File: src/rtl/muldiv_seq.sv
// Sequencer that launches one shared multiplier/divider operation and commits into HI/LO.
// Optional abort on a stuck unit: define MULDIV_TIMEOUT_EN.
module muldiv_seq #(
  parameter int unsigned TIMEOUT_CYCLES = 40
) (
  input  logic        clk,
  input  logic        reset,
  input  logic        op_start,
  input  logic        op_sel,
  input  logic [31:0] a,
  input  logic [31:0] b,
  output logic [31:0] op_a,
  output logic [31:0] op_b,
  output logic        mult_start,
  input  logic [31:0] mult_high,
  input  logic [31:0] mult_low,
  input  logic        mult_end,
  output logic        div_start,
  input  logic [31:0] div_rem,
  input  logic [31:0] div_quo,
  input  logic        div_end,
  input  logic        hi_we,
  input  logic        lo_we,
  input  logic [31:0] wdata,
  output logic [31:0] hi,
  output logic [31:0] lo,
  output logic        busy,
  output logic        done,
  output logic        div_zero,
  output logic        err_timeout
);

  typedef enum logic [1:0] {StIdle, StLaunch, StWait, StDone} state_e;

  state_e      state_q, state_d;
  logic        sel_q, sel_d;
  logic [31:0] op_a_q, op_a_d;
  logic [31:0] op_b_q, op_b_d;
  logic [31:0] hi_q, hi_d;
  logic [31:0] lo_q, lo_d;
  logic        div_zero_q, div_zero_d;
  logic        unit_end;

`ifdef MULDIV_TIMEOUT_EN
  localparam int unsigned CntW = $clog2(TIMEOUT_CYCLES + 1);
  logic [CntW-1:0] cnt_q, cnt_d;
  logic            err_timeout_q, err_timeout_d;
`else
  logic unused_timeout;
  assign unused_timeout = ^TIMEOUT_CYCLES;
`endif

  // Only the unit actually launched is allowed to finish the operation.
  assign unit_end = sel_q ? div_end : mult_end;

  always_comb begin
    state_d    = state_q;
    sel_d      = sel_q;
    op_a_d     = op_a_q;
    op_b_d     = op_b_q;
    hi_d       = hi_q;
    lo_d       = lo_q;
    div_zero_d = 1'b0;
`ifdef MULDIV_TIMEOUT_EN
    cnt_d         = '0;
    err_timeout_d = 1'b0;
`endif
    case (state_q)
      StIdle, StDone: begin
        state_d = StIdle;
        if (hi_we) hi_d = wdata;
        if (lo_we) lo_d = wdata;
        if (op_start) begin
          op_a_d = a;
          op_b_d = b;
          sel_d  = op_sel;
          if (op_sel && (b == '0)) begin
            div_zero_d = 1'b1;
          end else begin
            state_d = StLaunch;
          end
        end
      end
      // End levels are ignored here: the previous op may still hold its end high.
      StLaunch: state_d = StWait;
      StWait: begin
        if (unit_end) begin
          if (sel_q) begin
            hi_d = div_rem;
            lo_d = div_quo;
          end else begin
            hi_d = mult_high;
            lo_d = mult_low;
          end
          state_d = StDone;
        end
`ifdef MULDIV_TIMEOUT_EN
        else if (cnt_q == CntW'(TIMEOUT_CYCLES - 1)) begin
          state_d       = StIdle;
          err_timeout_d = 1'b1;
        end else begin
          cnt_d = cnt_q + CntW'(1);
        end
`endif
      end
      default: state_d = StIdle;
    endcase
  end

  always_ff @(posedge clk) begin
    if (reset) begin
      state_q    <= StIdle;
      sel_q      <= 1'b0;
      op_a_q     <= '0;
      op_b_q     <= '0;
      hi_q       <= '0;
      lo_q       <= '0;
      div_zero_q <= 1'b0;
    end else begin
      state_q    <= state_d;
      sel_q      <= sel_d;
      op_a_q     <= op_a_d;
      op_b_q     <= op_b_d;
      hi_q       <= hi_d;
      lo_q       <= lo_d;
      div_zero_q <= div_zero_d;
    end
  end

`ifdef MULDIV_TIMEOUT_EN
  always_ff @(posedge clk) begin
    if (reset) begin
      cnt_q         <= '0;
      err_timeout_q <= 1'b0;
    end else begin
      cnt_q         <= cnt_d;
      err_timeout_q <= err_timeout_d;
    end
  end
  assign err_timeout = err_timeout_q;
`else
  assign err_timeout = 1'b0;
`endif

  assign op_a       = op_a_q;
  assign op_b       = op_b_q;
  assign hi         = hi_q;
  assign lo         = lo_q;
  assign div_zero   = div_zero_q;
  assign busy       = (state_q == StLaunch) || (state_q == StWait);
  assign done       = (state_q == StDone);
  assign mult_start = (state_q == StLaunch) && !sel_q;
  assign div_start  = (state_q == StLaunch) && sel_q;

endmodule

File: config.mk
export PLATFORM = sky130hd
export DESIGN_NAME = muldiv_seq
export DESIGN_NICKNAME = d
export VERILOG_FILES = /design/src/rtl/muldiv_seq.sv
export SDC_FILE = /design/constraint.sdc
export NUM_CORES = 1
export LEC_CHECK = 0
export CAP_MARGIN = 20
export CORE_AREA = 2 2 141 143
export CTS_CLUSTER_SIZE = 12
export DETAILED_ROUTE_END_ITERATION = 16
export DIE_AREA = 0 0 143 145
export PLACE_DENSITY = 0.68
export REMOVE_ABC_BUFFERS = 1
export SKIP_CTS_REPAIR_TIMING = 1
export SKIP_LAST_GASP = 1
export SYNTH_ARGS = -nofsm -noshare
export SYNTH_HDL_FRONTEND = slang
export SYNTH_SLANG_ARGS = --single-unit
File: constraint.sdc
create_clock -name clk -period 1.94 [get_ports clk]
set_input_delay 0.485 -clock clk [delete_from_list [all_inputs] [get_ports clk]]
set_output_delay 0.485 -clock clk [all_outputs]
set_load 0.1 [all_outputs]
### Word level (Yosys, flattened, before mapping)

Cells that the tools add are included.
Widths: inputs -> output; s select.

* equality and inequality tests: 6
* multiplexer cells: 14
* reduce and logical (&&, ||, !) cells: 13
* bitwise gates (word level): 2

Operators by type and width (count)
* $mux 32: 6
* $pmux 32 s2: 2
* $logic_not 32->1: 1
* $ne 2x2->1 const B: 3
* $pmux 2 s3: 1
* $reduce_and 3->1: 2
* $eq 2x2->1 const B: 2
* $mux 1: 4
* $logic_and 1x1->1: 3
* $reduce_or 3->1: 1
* $eq 2x1->1 const B: 1
* $logic_not 2->1: 1
* $mux 2: 1
* $not 1->1: 2
* $reduce_and 2->1: 1
* $reduce_bool 2->1: 1
* $reduce_or 2->1: 1
* $logic_not 1->1: 1
* $logic_or 1x1->1: 1

* register bits after elaboration: 132
* logic and storage cells: 42
* input port bits: 232
* output and inout bits: 134

### Longest topological paths before layout

Gate-level depths: netlist of run 1.

* depth after elaboration: 5
* gate-level depth with buffers: 8
* gate-level depth less buffers: 6

### Worst setup path after synthesis of run 1

OpenSTA, ideal clock, no wires.

* path type: register to output
* start: register sel_q
* end: output port mult_start
* path buffers: 3
* cell stages (with the launch flop): 5
* arrival: 2.110 ns
* setup slack: -0.655 ns
* path through: dfxtp_1 > buf_2 > buf_4 > buf_4 > nor2b_1

* longest elaborated chain between the ends: 2

Ends and longest elaborated chain
* start, declared: RTL line 36 `logic sel_q, sel_d;`
* start signal, assigned: RTL line 121 `sel_q <= sel_d;`
* $logic_not 1->1: RTL line 152 `assign mult_start = (state_q == StLaunch) && !sel_q;`
* $logic_and 1x1->1: RTL line 152
* end, declared: RTL line 14 `output logic mult_start,`

Every way passes these cells.

### Final worst setup path of run 1

* start: register state_q[0]
* end: output port busy

* longest elaborated chain between the ends: 2
* elaborated cells on any way between the ends: 3
* classes of those cells: eq/ne: 2; reduce/logical: 1

Ends and longest elaborated chain
* start, declared: RTL line 35 `state_e state_q, state_d;`
* start signal, assigned: RTL line 112 `state_q <= StIdle;`
* start signal, assigned: RTL line 120 `state_q <= state_d;`
* $eq 2x1->1 or $eq 2x2->1 (tied branches): RTL line 150 `assign busy = (state_q == StLaunch) || (state_q == StWait);`
* $logic_or 1x1->1 *: RTL line 150
* end, declared: RTL line 27 `output logic busy,`

Every way passes the cells marked *; elsewhere a longest branch is shown, timed or not.

==> results of run 1 <==
-- per-layer routing --
| layer | wire length (um) | vias to the layer above | share of wire (%) | track usage [%] |
|---|---|---|---|---|
| met3 | 2410 | 30 | 11 | 8.88 |
| met4 | 505 | 0 | 2.3 | 7.23 |
| met2 | 11400 | 271 | 51 | 37.8 |
| met1 | 7980 | 2930 | 36 | 21.0 |
| met5 | 0 | - | 0 | 0 |
| li1 | - | 3156 | - | - |
-- cell type report --
type	count	area, um^2
antenna	1	2.50
clock buffer	17	425
clock inverter	14	175
fill	1618	7370
inverter	4	15.0
multi-input combinational	518	2980
sequential	132	2650
tap	265	332
timing repair buffer	385	5260
-- cells in the mapped netlist (all sizes together) --
| master | instances |
|---|---|
| a211o | 64 |
| a211oi | 2 |
| a21oi | 129 |
| and2 | 5 |
| and2b | 1 |
| buf | 27 |
| clkbuf | 34 |
| conb | 1 |
| dfxtp | 132 |
| ha | 3 |
| inv | 4 |
| mux2 | 1 |
| mux2i | 64 |
| nand2 | 196 |
| nand2b | 1 |
| nand3b | 1 |
| nand4 | 1 |
| nor2 | 33 |
| nor2b | 1 |
| nor3 | 2 |
| nor3b | 1 |
| nor4 | 7 |
| o21a | 1 |
| o22ai | 3 |
| or3 | 1 |
-- sequential cells by signal (all words and copies together), names as in the netlist --
signal	count
hi	32
div_zero	1
state_q	2
op_b	32
op_a	32
sel_q	1
lo	32
-- power breakdown --
group / total [mW] / leakage, nW / switching, mW / internal, mW
logic: 12.7 / 3.13 / 8.03 / 4.64
clock network: 3.32 / 0.294 / 1.29 / 2.03
registers: 4.22 / 1.09 / 0.756 / 3.46
total: 20.2 / 4.51 / 10.1 / 10.1
-- through the flow --
| stage | std cells | setup WS, ps | util (%) |
|---|---|---|---|
| floorplan | 654 | -2200 | - |
| global placement | 1304 | -184 | 58.5 |
| detailed placement | 1304 | -197 | 58.5 |
| CTS | 1335 | -97.2 | 61.6 |
| global route | 1336 | -4.69 | 61.6 |
| finish | 1336 | 53.7 | 61.6 |
-- worst register-to-register path, cell delays in order (launching register included) --
cell	delay, ps
dfxtp_2	350
inv_2	60
ha_4	230
and2b_1	360
o22ai_4	150
buf_12	190
a211o_1	290
a21oi_1	130
-- worst paths after layout --
path | from | endpoint | slack (ps) | cells past startpoint
max | state_q[0] | busy | 50 | 5
min | reset | lo[11] | 460 | 2
max reg2reg | state_q[0] | lo[17] | 120 | 7
min reg2reg | lo[16] | lo[16] | 490 | 2
-- kinds of logic after synthesis --
family | Yosys count
buffers and inverters | 65
DFF | 132
adders and majority gates | 3
and+or+nand+nor | 250
AOI/OAI and AO/OA | 199
other | 1
muxes | 65
==> results_dict.tcl, run 1 <==
set metrics [dict create \
    floorplan.die_area_um2 20700 \
    timing.critical_path.to_type "primary output" \
    mostFrequentLayoutCells "230 x clkdlybuf4s50_1, 195 x nand2_1, 143 x buf_12" \
    arrival_ps 1400 \
    htree_num_levels 4 \
    finalMaxSlewViolations 0 \
    vias 6387 \
    io-pin-count 366 \
    cp_max_fo 6 \
    fin_nets 1293 \
    effective_utilization_at_floorplan_pct 30.7 \
    dieHeight_um 145 \
    timing.max_cap.violations 0 \
    power.static_leakage_nw 4.51 \
    ys_seq_area_share_pct 44.9 \
    first_global_vias 6381 \
    std_cell_rows 51 \
    finalCritPeriodShare_pct 97.2 \
    ctsRootBufferMaster "clkbuf_16" \
    total_of_warnings_raised_by_yosys 0 \
    fin_crit_ps 1890 \
    post_drt_wl_per_cell_um 16.7 \
    yosys.area_share.adder_pct 0.637 \
    synth_compound_area_share_pct 21.6 \
    hold-worst-slack_ps 456 \
    layout.cell_area.non_filler_um2 11800 \
    required_ps 1450 \
    cts_tree "yes" \
    fin_tns_setup_ps 0 \
    slowest_stage "dfxtp_2" \
    synth.area.mux_share_pct 11.1 \
    cts_num_sinks 132 \
    number_of_buffers_on_the_longest_clock_path 2 \
    area_delta_synth_final_pct 101 \
    hold_violations 0 \
    die_span_in_x_um 143 \
    leading_cell_type_in_the_layout_fill_and_taps_excluded "clkdlybuf4s50_1" \
    maxClockFrequency_mhz 530 \
    drtAntennaViolNets 0 \
    route.final.wire_length_um 22300 \
    cts_buffers 17 \
    main_combinational_cell_family_by_area_after_synthesis "compound AO/OA/AOI/OAI gates" \
    postSynthAreaPerCell_um2 8.24 \
    grt_first_pass_wirelength_um 33500 \
    setup_repair_after_global_routing_missed_its_margin "true" \
    antenna_violations_before_repair 1 \
    hold_path_class "input pin to flip-flop" \
    slowest_delay_ps 350 \
    path_delay_family "buffers and inverters" \
    criticalPathCategory "flip-flop to primary output" \
    cp_common_cell "inv_2" \
    startpoint_type "flip-flop" \
    io_buffers 364 \
    pwr_density_cell_nw_per_um2 1710 \
    post_synth_main_area_contributors "dfxtp_1 45%, nand2_1 12%, a21oi_1 11%" \
    dpl.hpwl_um 17300 \
    clkSlewWorstSetupHoldPaths_ps 60 \
    final_worst_clock_skew_ps 11.6 \
    placedInstanceArea_um2 11200 \
    power.total_mw 20.2 \
    synth_xor_area_share_pct 0 \
    critical_path.n_buffers_inverters 4 \
    place.gp.congestion 0.787 \
    remaining_drc_errors 0 \
    grt_util_all_layers_pct 20.8 \
    clock_insertion_delay_worst_skew_ps 420 \
    synthesis.area_um2 5890 \
    layout-drive-gt1-share_pct 18.5 \
    ys_ff_latch 132 \
    drt_first_pass_iters 4 \
    critical_path.cell_chain "inv_2 > ha_4 > buf_6 > inv_2 > buf_12" \
    post-synth-top-area-fraction_pct 44.9 \
    outcome "finished, final reports clean" \
    largest_net_degree_at_the_start_of_global_routing 62 \
    synth_simple_gate_area_share_pct 16.8 \
    fp.coreArea_um2 19200 \
    netlist_instances 715 \
    post_synth_num_cell_types 28 \
    dr.first_iter.drc_count 179 \
    viasPerCell 4.78 \
    setup_viol 0 \
    synth_top_cell_by_area "dfxtp_1" \
    total_gr_overflow 0 \
    ir_worst_vdd_mv 0.903 \
]
Note: power is estimated with default switching activity, not from simulation.
==> run 2, diff against run 1 <==
--- a/config.mk
+++ b/config.mk
@@ -10,6 +10,7 @@
 export CTS_CLUSTER_SIZE = 12
 export DETAILED_ROUTE_END_ITERATION = 16
 export DIE_AREA = 0 0 143 145
+export GPL_TIMING_DRIVEN = 0
 export PLACE_DENSITY = 0.68
 export REMOVE_ABC_BUFFERS = 1
 export SKIP_CTS_REPAIR_TIMING = 1
==> results_dict.tcl, run 2 (synthesized netlist as in run 1, its figures left out) <==
set metrics [dict create \
    outcome "finished, final reports clean" \
    critical_path.n_buffers_inverters 2 \
    io-pin-count 366 \
    sequentialPowerShare_pct 21.4 \
    place.gp.congestion 0.759 \
    arrival_ps 1430 \
    clock_insertion_delay_worst_skew_ps 410 \
    layout-drive-gt1-share_pct 19.9 \
    clkSlewWorstSetupHoldPaths_ps 70 \
    holdCritStartpoint "op_b[19]" \
    cts_buffers 17 \
    grt_first_pass_wirelength_um 31900 \
    hold_violations 0 \
    mostFrequentLayoutCells "230 x clkdlybuf4s50_1, 195 x nand2_1, 129 x dfxtp_1, 129 x clkbuf_2, 126 x a21oi_1" \
    critical_path.cell_chain "inv_1 > ha_1 > and2_1 > clkbuf_4" \
    leading_cell_type_in_the_layout_fill_and_taps_excluded "clkdlybuf4s50_1" \
    antenna_violations_before_repair 2 \
    finalCritPeriodShare_pct 98.8 \
    timing.max_cap.violations 0 \
    fin_nets 1306 \
    required_ps 1450 \
    regToRegStartpoint "state_q[0]" \
    slowest_stage "dfxtp_2" \
    remaining_drc_errors 0 \
    startpoint_type "flip-flop" \
    setup_repair_after_global_routing_missed_its_margin "true" \
    drt_first_pass_iters 4 \
    fp.coreArea_um2 19200 \
    ir_worst_vdd_mv 0.772 \
    filler_cell_count 1888 \
    io_buffers 364 \
    post_drt_wl_per_cell_um 17.5 \
    timing.critical_path.to_type "primary output" \
    max-slew-margin-rel_pct 54.1 \
    total_gr_overflow 0 \
    hold_depth 2 \
    largest_net_degree_at_the_start_of_global_routing 78 \
    ctsRootBufferMaster "clkbuf_16" \
    power.share.switching_pct 55.5 \
    fin_crit_ps 1920 \
    dpl.hpwl_um 16000 \
    hold-worst-slack_ps 451 \
    cts_num_sinks 132 \
    power.share.clock_pct 16.5 \
    final_worst_clock_skew_ps 10.4 \
    floorplan.die_area_um2 20700 \
    maxClockFrequency_mhz 522 \
    setup_viol 0 \
    criticalPathCategory "flip-flop to primary output" \
    slowest_delay_ps 370 \
    std_cell_rows 51 \
    path_delay_family "flip-flops" \
    hold_path_class "flip-flop to flip-flop" \
    effective_utilization_at_floorplan_pct 30.7 \
    drtAntennaViolNets 0 \
    comb_power_share_pct 62.0 \
    area_delta_synth_final_pct 70.7 \
    dr.first_iter.drc_count 204 \
    viasPerCell 4.77 \
    power.static_leakage_nw 4.07 \
    worstMarginPinSlew_ps 689 \
    worst-r2r-cell-count 8 \
    setup_slack_ps 23.6 \
    cp_max_fo 4 \
    grt_util_all_layers_pct 19.6 \
    timing.rr.end "lo[26]" \
    reg2reg_setup_slack_ps 50 \
    fin_tns_setup_ps 0 \
    cts_tree "yes" \
    dp_worst_setup_slack_ps -819 \
    first_global_vias 6029 \
    cellInternalPower_mw 7.94 \
    layout.cell_area.non_filler_um2 10100 \
    number_of_buffers_on_the_longest_clock_path 2 \
    placedInstanceArea_um2 9810 \
    final_util_pct 52.3 \
    finalMaxSlewViolations 0 \
    htree_num_levels 4 \
    vias 6439 \
    route.final.wire_length_um 23600 \
    pwr_density_cell_nw_per_um2 1780 \
    p_switching_mw 9.92 \
    die_span_in_x_um 143 \
    dieHeight_um 145 \
    worstHoldEndpoint "op_b[19]" \
]
## run 2: cell types whose count changed in the layout (fill, tap and decap cells not counted), moves of 2 or more
cell	change
a21oi_1	-3
a21oi_2	+3
buf_12	-139
buf_16	+5
buf_4	+7
buf_8	+2
bufinv_16	-3
clkbuf_16	+5
clkbuf_2	+129
clkinv_4	-2
clkinvlp_4	+3
## run 2: per-layer routing
layer / wire length, um / GRT usage (%) / part of all wire (%)
met5: 0 / 0 / 0
met3: 2320 / 8.22 / 9.8
met2: 11800 / 35.0 / 50
met4: 311 / 4.95 / 1.3
met1: 9120 / 21.2 / 39
## run 2: worst max path at each step
stage / depth (start not counted) / start / slack, ps / endpoint
5_1_grt: 4 / state_q[1] / -50 / div_start
3_3_place_gp: 6 / state_q[0] / -3780 / lo[7]
4_1_cts: 3 / sel_q / -1250 / div_start
6_report: 4 / state_q[1] / 20 / div_start
3_5_place_dp: 3 / sel_q / -820 / div_start
2_1_floorplan: 1 / sel_q / -2200 / mult_start
## run 2: layout make-up
type,instances,area (um^2),share of cell area (%)
Tap cell,265,332,3.30
Sequential cell,132,2650,26.3
Clock buffer,18,439,4.37
Antenna cell,2,5.00,0.0498
Clock inverter,13,101,1.01
Inverter,4,18.8,0.187
Timing Repair Buffer,397,3490,34.7
Multi-Input combinational cell,519,3020,30.0
## run 2: power by group through the flow
| stage | Clock (mW) | Sequential [mW] | Combinational, mW |
|---|---|---|---|
| 3_5_place_dp | 0 | 3.92 | 11.0 |
| 6_report | 2.95 | 3.83 | 11.1 |
| 2_1_floorplan | 0 | 9.01 | 2.73 |
| 5_1_grt | 3.14 | 3.92 | 11.7 |
| 4_1_cts | 3.03 | 3.86 | 11.0 |
| 3_3_place_gp | 0 | 4.02 | 10.9 |
## run 2: stage by stage
| stage | instances | power, mW |
|---|---|---|
| floorplan | 654 | 11.7 |
| global placement | 1283 | 15.0 |
| detailed placement | 1291 | 14.9 |
| CTS | 1322 | 17.9 |
| global route | 1350 | 18.7 |
| finish | 1350 | 17.9 |
## run 2: tightest hold or removal path: stages (launching register included)
cell	delay [ps]
dfxtp_1	310
nand2_1	50
a21oi_1	50
==> run 3, diff against run 2 <==
--- a/config.mk
+++ b/config.mk
@@ -5,13 +5,14 @@
 export SDC_FILE = /design/constraint.sdc
 export NUM_CORES = 1
 export LEC_CHECK = 0
-export CAP_MARGIN = 20
-export CORE_AREA = 2 2 141 143
+export CELL_PAD_IN_SITES_DETAIL_PLACEMENT = 2
+export CELL_PAD_IN_SITES_GLOBAL_PLACEMENT = 2
+export CORE_UTILIZATION = 19
 export CTS_CLUSTER_SIZE = 12
 export DETAILED_ROUTE_END_ITERATION = 16
-export DIE_AREA = 0 0 143 145
+export GPL_ROUTABILITY_DRIVEN = 1
 export GPL_TIMING_DRIVEN = 0
-export PLACE_DENSITY = 0.68
+export PLACE_DENSITY = 0.79
 export REMOVE_ABC_BUFFERS = 1
 export SKIP_CTS_REPAIR_TIMING = 1
 export SKIP_LAST_GASP = 1
==> results_dict.tcl, run 3 (synthesized netlist as in run 1, its figures left out) <==
set metrics [dict create \
    ir_worst_vdd_mv 0.646 \
    final_worst_clock_skew_ps 10.8 \
    slowest_delay_ps 370 \
    clock_insertion_delay_worst_skew_ps 420 \
    fp.coreArea_um2 30500 \
    grt_util_all_layers_pct 16.2 \
    setup_slack_ps -1.55 \
    route.final.wire_length_um 28700 \
    dr.first_iter.drc_count 191 \
    dieHeight_um 178 \
    critical_path.cell_chain "inv_1 > ha_1 > and2_1 > clkbuf_4" \
    power.share.switching_pct 55.7 \
    path_delay_family "flip-flops" \
    diodes 0 \
    timing.max_cap.violations 0 \
    fin_crit_ps 1940 \
    violations_in_the_final_reports "negative setup slack" \
    required_ps 1450 \
    cts_buffers 17 \
    finalCritPeriodShare_pct 100 \
    std_cell_rows 64 \
    cts_num_sinks 132 \
    power.static_leakage_nw 4.07 \
    sequentialPowerShare_pct 20.9 \
    fin_nets 1302 \
    slowest_stage "dfxtp_2" \
    arrival_ps 1460 \
    cts_tree "yes" \
    max-slew-margin-rel_pct 61.2 \
    dpl.hpwl_um 19900 \
    drt_first_pass_iters 4 \
    cellInternalPower_mw 8.16 \
    timing.critical_path.to_type "primary output" \
    viasPerCell 4.53 \
    io_buffers 364 \
    area_delta_synth_final_pct 73.6 \
    startpoint_type "flip-flop" \
    layout-drive-gt1-share_pct 19.7 \
    setup_viol 1 \
    placedCellCount 1422 \
    remaining_drc_errors 0 \
    effective_utilization_at_floorplan_pct 19.3 \
    power.share.clock_pct 17.8 \
    reg2reg_setup_slack_ps 30 \
    maxClockFrequency_mhz 515 \
    outcome "finished, violations left" \
    number_of_buffers_on_the_longest_clock_path 2 \
    antenna_violations_before_repair 1 \
    drtAntennaViolNets 0 \
    clkSlewWorstSetupHoldPaths_ps 60 \
    total_gr_overflow 0 \
    place.gp.congestion 0.710 \
    ctsRootBufferMaster "clkbuf_16" \
    first_global_vias 7078 \
    finalMaxSlewViolations 0 \
    leading_cell_type_in_the_layout_fill_and_taps_excluded "clkdlybuf4s50_1" \
    hold_violations 0 \
    critical_path.n_buffers_inverters 2 \
    finalNonFillerCells 1475 \
    grt_first_pass_wirelength_um 39200 \
    hold-worst-slack_ps 455 \
    setup_repair_after_global_routing_missed_its_margin "true" \
    post_drt_wl_per_cell_um 19.4 \
    htree_num_levels 4 \
    worstMarginPinSlew_ps 585 \
    cp_max_fo 4 \
    die_span_in_x_um 178 \
    pwr_density_cell_nw_per_um2 1800 \
    comb_power_share_pct 61.3 \
    floorplan.die_area_um2 31700 \
    hold_path_class "flip-flop to flip-flop" \
    p_switching_mw 10.2 \
    io-pin-count 366 \
    vias 6681 \
    mostFrequentLayoutCells "230 x clkdlybuf4s50_1, 195 x nand2_1, 130 x clkbuf_2" \
    criticalPathCategory "flip-flop to primary output" \
    largest_net_degree_at_the_start_of_global_routing 77 \
]
## run 3: changes by cell type in the layout (fill, tap and decap cells not counted), moves of 2 or more
| cell | change |
|---|---|
| inv_6 | -4 |
| diode_2 | -2 |
| a21oi_2 | +2 |
| bufinv_16 | +2 |
| buf_4 | -4 |
| a21oi_1 | -2 |
## run 3: worst paths after layout
kind	from	endpoint	cells after the start
worst max register to register	state_q[0]	lo[3]	8
worst min-delay path	op_a[29]	op_a[29]	2
worst min register to register	op_a[29]	op_a[29]	2
worst max-delay path	state_q[1]	div_start	4
## run 3: metrics by stage
stage               util, %  setup slack (ps)  cell area [um^2]  TNS [ps]  total power [mW]
floorplan                 -             -2200              5620   -152380              11.7
global placement       32.0             -4160              9760   -492260              14.4
detailed placement     32.7              -986              9970    -62560              15.2
CTS                    34.6             -1270             10500   -117390              18.6
global route           33.5             -64.5             10200      -211              19.3
finish                 33.5             -1.55             10200     -1.55              18.4
## run 3: final cells by class
class | instances | area (um^2)
Timing Repair Buffer | 393 | 3460
Sequential cell | 132 | 2650
Tap cell | 396 | 495
Clock buffer | 19 | 443
Inverter | 4 | 18.8
Fill cell | 3417 | 20300
Clock inverter | 12 | 133
Multi-Input combinational cell | 519 | 3030
## run 3: power by group through the flow
stage | sequential [mW] | combinational (mW) | clock (mW)
floorplan | 9.01 | 2.73 | 0
global placement | 3.95 | 10.4 | 0
detailed placement | 3.93 | 11.2 | 0
CTS | 3.88 | 11.3 | 3.42
global route | 3.93 | 11.8 | 3.53
finish | 3.85 | 11.3 | 3.28
## run 3: metal layers
| metal | vias to the layer above | GRT usage [%] | routed length [um] | part of all wire (%) |
|---|---|---|---|---|
| met4 | 2 | 3.99 | 311 | 1.1 |
| met2 | 271 | 28.9 | 14000 | 49 |
| li1 | 3166 | - | - | - |
| met3 | 22 | 7.76 | 3440 | 12 |
| met1 | 3220 | 17.1 | 10900 | 38 |
| met5 | - | 0 | 8 | 0.028 |
## run 3: tightest hold or removal path, cell delays in order, from the launching register on
cell	delay, ps
dfxtp_1	300
nand2_1	50
a21oi_1	50
